[src/rtl/inst_queue.sv]
// inst_queue: fetch-to-decode instruction FIFO holding {pc, inst} pairs, with flush and overflow pulse.
module inst_queue #(
  parameter int DEPTH = 4
) (
  input  logic        clk,
  input  logic        rst,
  input  logic        inWe,
  input  logic [31:0] inPc,
  input  logic [31:0] inInst,
  input  logic        flush,
  input  logic        outRe,
  output logic        outValid,
  output logic [31:0] outPc,
  output logic [31:0] outInst,
  output logic        full,
  output logic [4:0]  count,
  output logic        ovf
);
  localparam int AW = $clog2(DEPTH);
  logic [AW-1:0] wr_ptr, rd_ptr;
  logic [31:0] pc_mem [DEPTH];
  logic [31:0] inst_mem [DEPTH];
  logic push, pop;
  assign full     = count == 5'(DEPTH);
  assign outValid = count != 5'd0;
  assign push     = inWe && !full;
  assign pop      = outRe && outValid;
  // Invalid slots are masked to NOP so stale storage never leaks out.
  assign outPc    = outValid ? pc_mem[rd_ptr] : 32'h0;
  assign outInst  = outValid ? inst_mem[rd_ptr] : 32'h0;
  always_ff @(posedge clk) begin
    if (rst || flush) begin
      wr_ptr <= '0;
      rd_ptr <= '0;
      count  <= '0;
      ovf    <= 1'b0;
    end else begin
      wr_ptr <= push ? wr_ptr + AW'(1) : wr_ptr;
      rd_ptr <= pop ? rd_ptr + AW'(1) : rd_ptr;
      count  <= count + 5'(push) - 5'(pop);
      ovf    <= inWe && full;
    end
  end
  always_ff @(posedge clk) begin
    if (push) begin
      pc_mem[wr_ptr]   <= inPc;
      inst_mem[wr_ptr] <= inInst;
    end
  end
endmodule

[config.mk]
export PLATFORM = sky130hd
export DESIGN_NAME = inst_queue
export DESIGN_NICKNAME = d
export VERILOG_FILES = /design/src/rtl/inst_queue.sv
export SDC_FILE = /design/constraint.sdc
export NUM_CORES = 1
export LEC_CHECK = 0
export CORE_MARGIN = 2
export CORE_UTILIZATION = 40
export CTS_BUF_LIST = sky130_fd_sc_hd__clkbuf_4 sky130_fd_sc_hd__clkbuf_8
export CTS_CLUSTER_DIAMETER = 40
export DETAILED_ROUTE_END_ITERATION = 10
export PLACE_DENSITY_LB_ADDON = 0.08
export SLEW_MARGIN = 20
export SYNTH_ARGS = -nofsm -noshare
export SYNTH_HDL_FRONTEND = slang
export SYNTH_SLANG_ARGS = --single-unit
[constraint.sdc]
create_clock -name clk -period 3.9 [get_ports clk]
set_input_delay 0.975 -clock clk [delete_from_list [all_inputs] [get_ports clk]]
set_output_delay 0.975 -clock clk [all_outputs]
set_load 0.02 [all_outputs]
==> reports/qor.txt <==
Mapped Nets -> 560
core footprint -> 25330 um2
Setup crit start kind -> flip-flop
clk buf depth -> 3
I/O pins -> 141
layout cells sized above 1 -> 23.76%
die area -> 27260 um2
Tot GR Track Use -> 15.71%
cts bufs inserted -> 47
routed vias/inst -> 4.991
clock transition at the registers of the reported paths -> 60 ps
NumNets Final -> 745
Starting Density -> 40.99%
status -> finished clean
gp weighted congestion -> 0.7443
XOR/XNOR Fraction of Synth Area -> 0.08436%
setup ws final -> 197.3 ps
Final setup viols -> 0
fmax -> 270.1 MHz
antenna-violating nets left -> 0
Synth Area in Adders -> 1.398%
PwrDens -> 667.8 nW/um2
row cnt -> 58
hpwl dp -> 12380 um
Synth area leader -> edfxtp_1
Layout Skew -> 27.97 ps
Max-Cap Viols -> 0
Hold Crit Class -> reg2reg
Die Y-Extent -> 165.1 um
grt ovf -> 0
# DRC -> 0
largest net degree at the start of global routing -> 46
synth unique cells -> 28
largest family of logic cells by synthesized area -> multiplexers
Yosys reg bits -> 268
post-synthesis sequential area ratio -> 76.36%
Final Hold Vio Count -> 0
first-pass GRT wire length -> 31670 um
die extent in x -> 165.1 um
Async SR Flop Fraction -> 0%
via count -> 5156
Syn. warnings -> 0
CTS tree -> built
Mapped Avg Cell Area -> 21.63 um2
Required @ worst endpoint -> 2920 ps
top_reg_cell synth -> edfxtp_1
Crit path largest cell delay -> 570 ps
ranking of synthesized cells by area -> edfxtp_1 (74%), mux4_2 (14%), nor2b_1 (4.0%)
IO buf count -> 140
# resized after CTS -> 0
CTS sink cnt -> 268
fin crit period -> 3703 ps
CP max stage cell -> dfxtp_4
Post-synth EDFFs -> 256
Worst-Margin Slew -> 647.0 ps
worst vdd ir -> 0.8990 mV
max_slew headroom -> 56.70%
RSZ-0062 raised after global routing -> no
mux cell area share after synthesis -> 14.36%
Setup Slack @ Placement -> 305.2 ps
worst skew pair latency -> 550 ps
Post-Syn Area -> 10380 um2
Pre-antenna DRT Iters -> 4
Lkg Pwr -> 0.004293 uW
area delta synth->final -> 27.93%
vias in the first global route -> 5580
CTS H-tree lvls -> 2
cts hold-fix bufs -> 0
final worst-path cycle share -> 94.94%
Crit Path Class -> reg2out
Total Routed Length -> 20980 um
Antenna diodes -> 0
Compound-Gate Fraction of Synth Area -> 0.4097%
clock root buffer -> clkbuf_8
area share of the largest cell type after synthesis -> 74.04%
critical-path maximum fanout -> 15
total negative slack -> 0 ps
1st-iter DRT viols -> 270
postcts setup bufs -> 0
Max Slew Vio Count -> 0
post-synthesis simple-gate area fraction -> 5.568%
Cell Chain, Critical Path -> buf_4 > mux4_2 > nor2b_1 > clkdlybuf4s50_1
initial antenna violation count -> 2
Routed wire per std cell -> 20.31 um
Syn Inst Count -> 480
crit path DAT -> 2730 ps
Critical Path End Type -> output pin
[cells by family after synthesis]
group / Yosys count
mux: 69
compound gates: 7
buf+inv: 32
fa+ha+maj: 11
simple gates: 92
xor+xnor: 1
flops: 268
[final timing paths]
path,from,endpoint,slack (ps),depth (start not counted)
max,flip-flop,outPc[5],200,4
min,rd_ptr[1],flip-flop,480,2
min reg2reg,rd_ptr[1],flip-flop,480,2
max reg2reg,count[2],count[4],680,13
[worst max-delay path: cells and delay by family, from the launching register on]
family | cells | cell delay [ps]
muxes | 1 | 520
DFF | 1 | 570
and+or+nand+nor | 1 | 160
buffers and inverters | 2 | 910
[final cells by class]
type | instances | area [um2]
repair buffers | 157 | 1617
clock inverters | 19 | 165.2
fillers | 2012 | 12040
clock buffers | 68 | 835.8
multi-input cells | 180 | 2276
well taps | 330 | 412.9
inverters | 11 | 41.29
flip-flops and latches | 268 | 7935
[per-layer routing]
metal / GRT usage, % / wire length [um] / vias up
met5: 0 / 31 / -
li1: - / - / 2309
met1: 20.62 / 8970 / 2637
met3: 4.945 / 1426 / 47
met2: 25.06 / 10110 / 159
met4: 5.178 / 441 / 4
[power breakdown]
group | switching, uW | internal [uW] | total [uW]
Combinational | 1530 | 1290 | 2820
Sequential | 75.0 | 3300 | 3380
Clock | 1090 | 1580 | 2670
[synthesized netlist by cell type (2+ instances only)]
cell	instances
or3_1	5
clkbuf_1	3
a21boi_1	2
inv_1	11
nand2_1	6
nor2_1	3
nor2b_1	66
ha_1	10
and2_1	5
and3_1	2
buf_2	9
nand2b_1	2
a21oi_1	2
buf_6	7
dfxtp_1	12
edfxtp_1	256
mux4_2	64
mux2i_1	5
[per-stage QoR]
stage	cells	total power, uW	hold slack, ps	util (%)	instance area (um2)
finish	1033	8870	483.2	52.45	13280
global route	1033	9290	526.6	52.45	13280
CTS	1033	9017	487.8	52.45	13280
detailed placement	946	6305	477.7	48.49	12280
global placement	946	6296	461.0	48.49	12280
floorplan	480	4966	461.6	-	10380
[registers in the layout, indices dropped and copies added (netlist names), named ones only]
register and count:
pc_mem 128, wr_ptr 2, count 5, ovf 1
rd_ptr 2, inst_mem 128
[cell usage in the layout, fill, tap and decap left out, types with 2 or more instances in the layout]
cell / count
mux2i_1: 5
inv_1: 11
buf_4: 10
dfxtp_1: 10
and2_4: 4
ha_1: 10
buf_12: 7
and3_1: 2
edfxtp_1: 256
bufinv_16: 3
nor2b_1: 66
dfxtp_4: 2
clkbuf_8: 52
mux4_2: 64
nor2_1: 3
nand2b_1: 2
or3_1: 5
clkinv_1: 9
a21oi_1: 2
clkbuf_4: 16
nand2_1: 6
clkinv_2: 5
clkdlybuf4s50_1: 140
a21boi_1: 2
Note: power is estimated with default switching activity, not from simulation.
